===== src/rtl/rom_dump_sequencer_pkg.sv =====
// Shared constants for the 556PT5/556PT4 PROM dump sequencer: chip geometries,
// operation pin codes and sequencer state encodings.
package rom_dump_sequencer_pkg;

   localparam int IP3604_DATA_WIDTH    = 8;
   localparam int IP3604_ADDRESS_WIDTH = 9;
   localparam int IP3601_DATA_WIDTH    = 4;
   localparam int IP3601_ADDRESS_WIDTH = 8;

   localparam int SETTLE_WIDTH = 8;

   // Operation pins V1..V4, bit0 = V1
   localparam logic [3:0] OP_IDLE = 4'b0000;
   localparam logic [3:0] OP_READ = 4'b1100;

   localparam logic [2:0] ST_IDLE    = 3'd0;
   localparam logic [2:0] ST_SETUP   = 3'd1;
   localparam logic [2:0] ST_CAPTURE = 3'd2;
   localparam logic [2:0] ST_SEND    = 3'd3;
   localparam logic [2:0] ST_DONE    = 3'd4;

   // The timer flags terminal on zero, so a hold of N cycles loads N-1.
   function automatic logic [SETTLE_WIDTH-1:0] settle_load_value(input int cycles);
      return SETTLE_WIDTH'(cycles - 1);
   endfunction

endpackage


===== src/rtl/rom_dump_sequencer_settle_timer.sv =====
// 8-bit load/count-down timer with a terminal flag, used to hold the PROM
// address stable for the programmed access time before sampling.
module rom_dump_sequencer_settle_timer
   import rom_dump_sequencer_pkg::*;
(
   input  logic                    i_clk,
   input  logic                    i_rst_n,
   input  logic                    i_load,
   input  logic [SETTLE_WIDTH-1:0] i_load_value,
   input  logic                    i_count,
   output logic                    o_terminal
);

   logic [SETTLE_WIDTH-1:0] r_count;

   always_ff @(posedge i_clk or negedge i_rst_n) begin
      if (!i_rst_n) begin
         r_count <= '0;
      end else if (i_load) begin
         r_count <= i_load_value;
      end else if (i_count && (r_count != '0)) begin
         r_count <= r_count - 1'b1;
      end
   end

   assign o_terminal = (r_count == '0);

endmodule


===== src/rtl/rom_dump_sequencer.sv =====
// Autonomous PROM read sequencer: walks an address range, waits the access
// time, samples the chip and streams {address, data} words over valid/ready.
module rom_dump_sequencer
   import rom_dump_sequencer_pkg::*;
#(
   parameter int DATA_WIDTH    = IP3604_DATA_WIDTH,
   parameter int ADDRESS_WIDTH = IP3604_ADDRESS_WIDTH,
   parameter int SETTLE_CYCLES = 16
)(
   input  logic                     i_clk,
   input  logic                     i_rst_n,
   input  logic                     i_start,
   input  logic                     i_abort,
   input  logic [ADDRESS_WIDTH-1:0] i_first_address,
   input  logic [ADDRESS_WIDTH-1:0] i_last_address,
   input  logic [DATA_WIDTH-1:0]    i_data_line,
   output logic [3:0]               o_operation,
   output logic [ADDRESS_WIDTH-1:0] o_address_line,
   output logic                     o_out_valid,
   input  logic                     i_out_ready,
   output logic [ADDRESS_WIDTH-1:0] o_out_address,
   output logic [DATA_WIDTH-1:0]    o_out_data,
   output logic                     o_busy,
   output logic                     o_done
);

   localparam logic [SETTLE_WIDTH-1:0] LP_SETTLE_LOAD = settle_load_value(SETTLE_CYCLES);

   logic [2:0]               r_state;
   logic [ADDRESS_WIDTH-1:0] r_addr;
   logic [ADDRESS_WIDTH-1:0] r_last;
   logic [ADDRESS_WIDTH-1:0] r_out_address;
   logic [DATA_WIDTH-1:0]    r_out_data;

   logic w_start_ok;
   logic w_last_word;
   logic w_handshake;
   logic w_timer_load;
   logic w_timer_terminal;

   assign w_start_ok  = (r_state == ST_IDLE) && i_start && !i_abort;
   assign w_last_word = (r_addr == r_last);
   assign w_handshake = (r_state == ST_SEND) && i_out_ready;

   // Re-arm the settle hold whenever the next state will be SETUP.
   assign w_timer_load = w_start_ok || (w_handshake && !w_last_word);

   rom_dump_sequencer_settle_timer u_settle_timer (
      .i_clk        (i_clk),
      .i_rst_n      (i_rst_n),
      .i_load       (w_timer_load),
      .i_load_value (LP_SETTLE_LOAD),
      .i_count      (r_state == ST_SETUP),
      .o_terminal   (w_timer_terminal)
   );

   always_ff @(posedge i_clk or negedge i_rst_n) begin
      if (!i_rst_n) begin
         r_state       <= ST_IDLE;
         r_addr        <= '0;
         r_last        <= '0;
         r_out_address <= '0;
         r_out_data    <= '0;
      end else if (i_abort && (r_state != ST_IDLE)) begin
         r_state <= ST_IDLE;
      end else begin
         case (r_state)
            ST_IDLE: begin
               if (w_start_ok) begin
                  r_addr  <= i_first_address;
                  r_last  <= i_last_address;
                  r_state <= ST_SETUP;
               end
            end
            ST_SETUP: begin
               if (w_timer_terminal) r_state <= ST_CAPTURE;
            end
            ST_CAPTURE: begin
               r_out_address <= r_addr;
               r_out_data    <= i_data_line;
               r_state       <= ST_SEND;
            end
            ST_SEND: begin
               // End detection compares addresses only, so wrapped ranges work.
               if (i_out_ready) begin
                  if (w_last_word) begin
                     r_state <= ST_DONE;
                  end else begin
                     r_addr  <= r_addr + 1'b1;
                     r_state <= ST_SETUP;
                  end
               end
            end
            ST_DONE: r_state <= ST_IDLE;
            default: r_state <= ST_IDLE;
         endcase
      end
   end

   assign o_operation = ((r_state == ST_SETUP) || (r_state == ST_CAPTURE) ||
                         (r_state == ST_SEND)) ? OP_READ : OP_IDLE;
   assign o_address_line = r_addr;
   assign o_out_valid    = (r_state == ST_SEND);
   assign o_out_address  = r_out_address;
   assign o_out_data     = r_out_data;
   assign o_busy         = (r_state != ST_IDLE);
   assign o_done         = (r_state == ST_DONE);

endmodule


===== config.mk =====
export PLATFORM = sky130hd
export DESIGN_NAME = rom_dump_sequencer
export DESIGN_NICKNAME = d
export VERILOG_FILES = /design/src/rtl/rom_dump_sequencer_pkg.sv /design/src/rtl/rom_dump_sequencer_settle_timer.sv /design/src/rtl/rom_dump_sequencer.sv
export SDC_FILE = /design/constraint.sdc
export NUM_CORES = 1
export LEC_CHECK = 0
export CAP_MARGIN = 10
export CORE_ASPECT_RATIO = 0.9
export CORE_UTILIZATION = 35
export CTS_CLUSTER_DIAMETER = 60
export CTS_CLUSTER_SIZE = 14
export DETAILED_ROUTE_END_ITERATION = 16
export DONT_BUFFER_PORTS = 1
export PLACE_DENSITY_LB_ADDON = 0.08
export SYNTH_ARGS = -nofsm -noshare
export SYNTH_HDL_FRONTEND = slang
export SYNTH_SLANG_ARGS = --single-unit

===== constraint.sdc =====
create_clock -name i_clk -period 5.3 [get_ports i_clk]
set_input_delay 0 -clock i_clk [delete_from_list [all_inputs] [get_ports i_clk]]
set_output_delay 0 -clock i_clk [all_outputs]
set_load 0.005 [all_outputs]

==> impl_metrics.json, run 1 <==
{
  "antenna_left": 0,
  "drive_gt1_frac": 0.1673,
  "grt_pass1_wl_mm": 9.114,
  "synth_area_sq_um": 2431,
  "slew_headroom": 0.5492,
  "netlist.area_leader.share": 0.4735,
  "status": "completed",
  "finClkSkew_ps": 5.015,
  "area_growth_pct": 17.14,
  "critPathKind": "flop to flop",
  "yosysUniqueCellTypes": 52,
  "reg2reg_depth": 7,
  "hp-class": "input pin to flop",
  "initial_core_util": 0.3652,
  "worst_pin_slew_ps": 671.1,
  "power.leakage_nw": 1.160,
  "clockRootBuffer": "clkbuf_8",
  "critPathLaunchType": "flop",
  "clockBufferDepth": 2,
  "synth_top_area_cell": "dfrtp_1",
  "track_usage": 0.1619,
  "synth-edff-count": 0,
  "r2r_slack_ps": 2650,
  "cap_violations": 0,
  "critPathMaxFanout": 12,
  "setup_viol": 0,
  "crit_chain": "xnor2_1 -> nand4_1 -> nor3_1 -> clkbuf_2 -> o31a_1 -> o31ai_1 -> dlygate4sd3_1",
  "cp-end-kind": "flop",
  "hold_depth": 3,
  "synth_area_leaders": "dfrtp_1 47%, mux2_2 8.8%, xnor2_1 4.7%, mux2_1 3.2%, nor2_1 2.5%",
  "grt_max_degree": 47,
  "num_rows": 28,
  "slew_viol_final": 0,
  "cts_num_sinks": 46,
  "cts.clk_slew.worst_paths_ps": 90,
  "die_w_um": 89.85,
  "placedCellCount": 298,
  "ys_warn_count": 0,
  "hold_viol": 0,
  "die_y_um": 81.07,
  "routabilityCongestion": 0.7203,
  "antenna_found_initial": 0,
  "ys_seq_elements": 46,
  "p_per_area_nw_per_um2": 466.1,
  "dieArea_sq_um": 7284,
  "ios": 64,
  "wirelength_mm": 5.513,
  "peakVddDrop_mv": 0.2073,
  "post_drt_wl_per_cell_um": 16.46,
  "nets": 278,
  "fmax_mhz": 376.8,
  "syn_avg_cell_area_sq_um": 11.00,
  "core_region_area_sq_um": 6656,
  "io_buffer_count": 0,
  "avgViaCountPerCell": 5.260,
  "yosysSeqAreaShare": 0.4735,
  "layout.cells.non_filler": 335,
  "vias": 1762,
  "multi_input_area_sq_um": 1161,
  "critPathSlowestCell": "dfrtp_1",
  "setup_ws_ps": 2646,
  "worstHoldStart": "i_first_address[0]",
  "finalCritPeriodShare": 0.5008,
  "dp_hpwl_mm": 3.830,
  "htree_levels": 2,
  "cp-startpoint": "o_address_line[4]",
  "synthFlopType": "dfrtp_1",
  "arrival_ps": 2840,
  "cts_buffers": 5,
  "dr.first_iter.drc_count": 48,
  "drt_pass1_iterations": 4,
  "area.sequential_sq_um": 1151,
  "num_antenna_cells": 0,
  "rr_endpoint": "r_state[0]",
  "clkLatencyLatePin_ps": 300,
  "grt_overflow_total": 0,
  "crit_path_max_incr_delay_ps": 600,
  "syn_inst": 221,
  "dp_slack_ps": 2843,
  "drcViolationCount": 0,
  "first_global_vias": 1767,
  "r2r_start": "o_address_line[4]",
  "fillers": 661,
  "cp.required_ps": 5490,
  "ys_async_sr_fraction": 1.000,
  "cts_tree": "built",
  "finalSetupTns_ps": 0,
  "rsz0062_at_grt": "no",
  "fin_crit_ps": 2654,
  "crit_end": "r_state[0]"
}
==> how the worst min path moves through the flow <==
stage	endpoint	slack, ps
after floorplan	o_address_line[0]	-300
after global placement	o_address_line[2]	-290
after detailed placement	o_address_line[2]	-290
after CTS	o_address_line[0]	20
after global routing	o_address_line[3]	50
final	o_address_line[0]	40
==> registers in the layout, indices dropped and copies added (netlist names) <==
register                count
r_state                     3
r_last                      9
o_out_address               9
o_out_data                  8
o_address_line              9
u_settle_timer.r_count      8
==> cell usage after synthesis (all sizes together) (4+ instances only) <==
library cell  count
dfrtp            46
mux2             26
nor2             18
xnor2            13
buf              12
nor3             11
nand2            10
a211oi            7
and3              7
nand3             7
inv               6
a21oi             5
o211ai            4
o21ai             4
==> power breakdown <==
group          total, mW  switching, mW  internal [mW]  leakage, nW
clock              0.220          0.127         0.0929       0.0441
sequential         0.692          0.193          0.500        0.549
combinational      0.415          0.185          0.230        0.567
==> routing by layer <==
metal,global-route usage,part of all wire,vias up
li1,-,-,836
met1,0.2090,0.47,871
met2,0.2669,0.46,49
met3,0.04682,0.060,6
met4,0.04839,0.0087,0
met5,0,0,-
==> cell families after synthesis <==
kind of cell    count (synthesis)  share of synthesized area
simple gates                   73                     0.1734
flops                          46                     0.4735
compound gates                 35                     0.1065
mux                            28                     0.1287
buf+inv                        21                    0.05044
xor+xnor                       14                    0.05044
fa+ha+maj                       3                    0.01544
other cells                     1                   0.001543
==> metrics by stage <==
step / total power [mW] / area [sq um] / hold slack [ps] / util
floorplan: 0.9958 / 2435 / -295.6 / -
global placement: 1.077 / 2455 / -294.3 / 0.3688
detailed placement: 1.090 / 2455 / -294.2 / 0.3688
CTS: 1.347 / 2843 / 22.22 / 0.4271
global route: 1.440 / 2848 / 52.50 / 0.4278
finish: 1.327 / 2848 / 35.18 / 0.4278
==> timing repair <==
item / CTS / global route
setup endpoints to repair: 0 / 0
setup buffers: 0 / 0
hold buffers: 28 / 0
gates resized for setup: 0 / 0
hold endpoints to repair: 70 / 0
==> critical path: cells and delay by family, from the launching register on <==
family,cells,cell delay [ps]
flops,1,600
buf+inv,2,850
xor+xnor,1,170
simple gates,2,700
compound gates,2,230
==> layout by cell type, fill, tap and decap left out, types with 2 or more instances in the layout <==
master and instances:
dfrtp_1 46, xnor2_1 13, mux2i_1 2, a211oi_1 7, dlygate4sd3_1 27, nand3b_1 3
clkbuf_8 5, a31oi_1 2, o21a_1 2, and3_1 7, inv_2 2, nor2_1 16
or3b_1 2, a21oi_1 5, nand2_1 10, nor3_1 11, ha_1 3, and2_1 2
o22ai_1 3, mux2_2 19, nand3_1 6, nand4_1 3, nor2_2 2, o21bai_1 2
o21ai_1 2, mux2_1 7, o211ai_1 3, inv_1 4, conb_1 2, or3_1 2
==> layout make-up <==
cell class | instances | area share
inverters | 6 | 0.007909
repair buffers | 30 | 0.1090
clock inverters | 3 | 0.007469
multi-input cells | 155 | 0.4077
well taps | 90 | 0.03954
flip-flops and latches | 46 | 0.4042
clock buffers | 5 | 0.02417
(Power assumes the default switching activity.)
==> run 2: changes to the inputs <==
Clock period 5.3 ns to 2.4 ns, I/O delays scaled along.
==> impl_metrics.json, run 2 (synthesized netlist as in run 1, its figures left out) <==
{
  "area_growth_pct": 21.77,
  "fin_crit_ps": 2237,
  "cp-end-kind": "flop",
  "hp-class": "input pin to flop",
  "hold_end": "o_address_line[0]",
  "r2r_slack_ps": 160,
  "hold_viol": 0,
  "dp_hpwl_mm": 4.100,
  "critPathMaxFanout": 4,
  "cts_tree": "built",
  "final_cell_mix": "46 x dfrtp_1, 27 x dlygate4sd3_1, 19 x mux2_2",
  "ios": 64,
  "drcViolationCount": 0,
  "slew_headroom": 0.6377,
  "cap_violations": 0,
  "final_common_cell": "dfrtp_1",
  "avgViaCountPerCell": 5.251,
  "track_usage": 0.1738,
  "clockRootBuffer": "clkbuf_8",
  "antenna_left": 0,
  "cp.required_ps": 2590,
  "arrival_ps": 2430,
  "status": "completed",
  "dr.first_iter.drc_count": 119,
  "grt_max_degree": 47,
  "num_antenna_cells": 0,
  "drive_gt1_frac": 0.2023,
  "die_w_um": 89.85,
  "nets": 290,
  "fmax_mhz": 447.0,
  "wirelength_mm": 5.892,
  "grt_pass1_wl_mm": 9.811,
  "cts-resized-gates": 0,
  "final_util": 0.4447,
  "reg2reg_depth": 8,
  "cts_num_sinks": 46,
  "critPathLaunchType": "flop",
  "worst_pin_slew_ps": 542.2,
  "slew_viol_final": 0,
  "rr_endpoint": "r_state[0]",
  "initial_core_util": 0.3652,
  "peakVddDrop_mv": 0.5272,
  "htree_levels": 2,
  "crit_chain": "inv_1 -> ha_1 -> or3b_1 -> o211ai_4 -> o21ai_1 -> nand3b_1 -> o31ai_1 -> dlygate4sd3_1",
  "power.leakage_nw": 1.225,
  "finalCritPeriodShare": 0.9322,
  "core_region_area_sq_um": 6656,
  "critPathSlowestCell": "dlygate4sd3_1",
  "r2r_start": "u_settle_timer.r_count[0]",
  "io_buffer_count": 0,
  "worstHoldStart": "i_first_address[0]",
  "finalSetupTns_ps": 0,
  "post_drt_wl_per_cell_um": 16.98,
  "finClkSkew_ps": 9.892,
  "die_y_um": 81.07,
  "drt_pass1_iterations": 4,
  "crit_path_max_incr_delay_ps": 560,
  "critPathKind": "flop to flop",
  "setup_viol": 0,
  "vias": 1822,
  "routabilityCongestion": 0.8088,
  "grt_overflow_total": 0,
  "antenna_found_initial": 0,
  "dieArea_sq_um": 7284,
  "rsz0062_at_grt": "no",
  "clkLatencyLatePin_ps": 300,
  "clockBufferDepth": 2,
  "num_rows": 28,
  "hold_depth": 3,
  "first_global_vias": 1819,
  "cts_buffers": 5,
  "p_per_area_nw_per_um2": 1080,
  "cts.clk_slew.worst_paths_ps": 90
}
## run 2: how the worst max path moves through the flow
| stage | from | endpoint | slack (ps) |
|---|---|---|---|
| floorplan | u_settle_timer.r_count[0] | u_settle_timer.r_count[6] | 730 |
| global placement | r_state[1] | o_address_line[8] | 600 |
| detailed placement | u_settle_timer.r_count[0] | u_settle_timer.r_count[4] | 560 |
| CTS | u_settle_timer.r_count[0] | r_state[0] | 30 |
| global route | u_settle_timer.r_count[0] | r_state[0] | 80 |
| finish | u_settle_timer.r_count[0] | r_state[0] | 160 |
## run 2: per-layer routing
| metal | track usage | up-vias | routed length [um] |
|---|---|---|---|
| met5 | 0 | - | 0 |
| met4 | 0.03871 | 0 | 30 |
| met3 | 0.04963 | 2 | 424 |
| met2 | 0.2669 | 67 | 2613 |
| met1 | 0.2444 | 891 | 2824 |
| li1 | - | 862 | - |
## run 2: power breakdown
part	internal (mW)	total, mW	switching, mW
sequential	1.11	1.41	0.305
combinational	0.610	1.20	0.590
clock	0.311	0.587	0.276
## run 2: critical path: cells and delay by family (launching register included)
family / cells / cell delay, ps
AND/OR/NAND/NOR: 2 / 520
adder cells (fa/ha/maj): 1 / 150
buffers and inverters: 2 / 680
AO/OA/AOI/OAI: 3 / 390
flip-flops: 1 / 390
## run 2: through the flow
| step | total power, mW | cells | hold slack [ps] | area [sq um] | setup slack (ps) |
|---|---|---|---|---|---|
| 3_5_place_dp | 2.540 | 309 | -294.3 | 2537 | 558.4 |
| 6_report | 3.199 | 347 | 19.77 | 2960 | 162.8 |
| 5_1_grt | 3.457 | 347 | 32.19 | 2960 | 75.80 |
| 4_1_cts | 3.205 | 345 | 10.93 | 2945 | 34.60 |
| 3_3_place_gp | 2.524 | 309 | -294.3 | 2537 | 604.4 |
| 2_1_floorplan | 2.199 | 222 | -295.6 | 2435 | 726.4 |
## run 2: what timing repair did
item | 4_1_cts | 5_1_grt
setup endpoints to repair | 0 | 2
hold buffers | 28 | 0
setup buffers | 0 | 2
hold endpoints to repair | 70 | 0
## run 2: final cells by class
type,instances,area (sq um)
fill,645,3696
clock buffer,6,72.57
inverter,6,22.52
sequential,46,1151
multi-input combinational,155,1161
clock inverter,2,37.54
timing repair buffer,42,402.9
tap,90,112.6
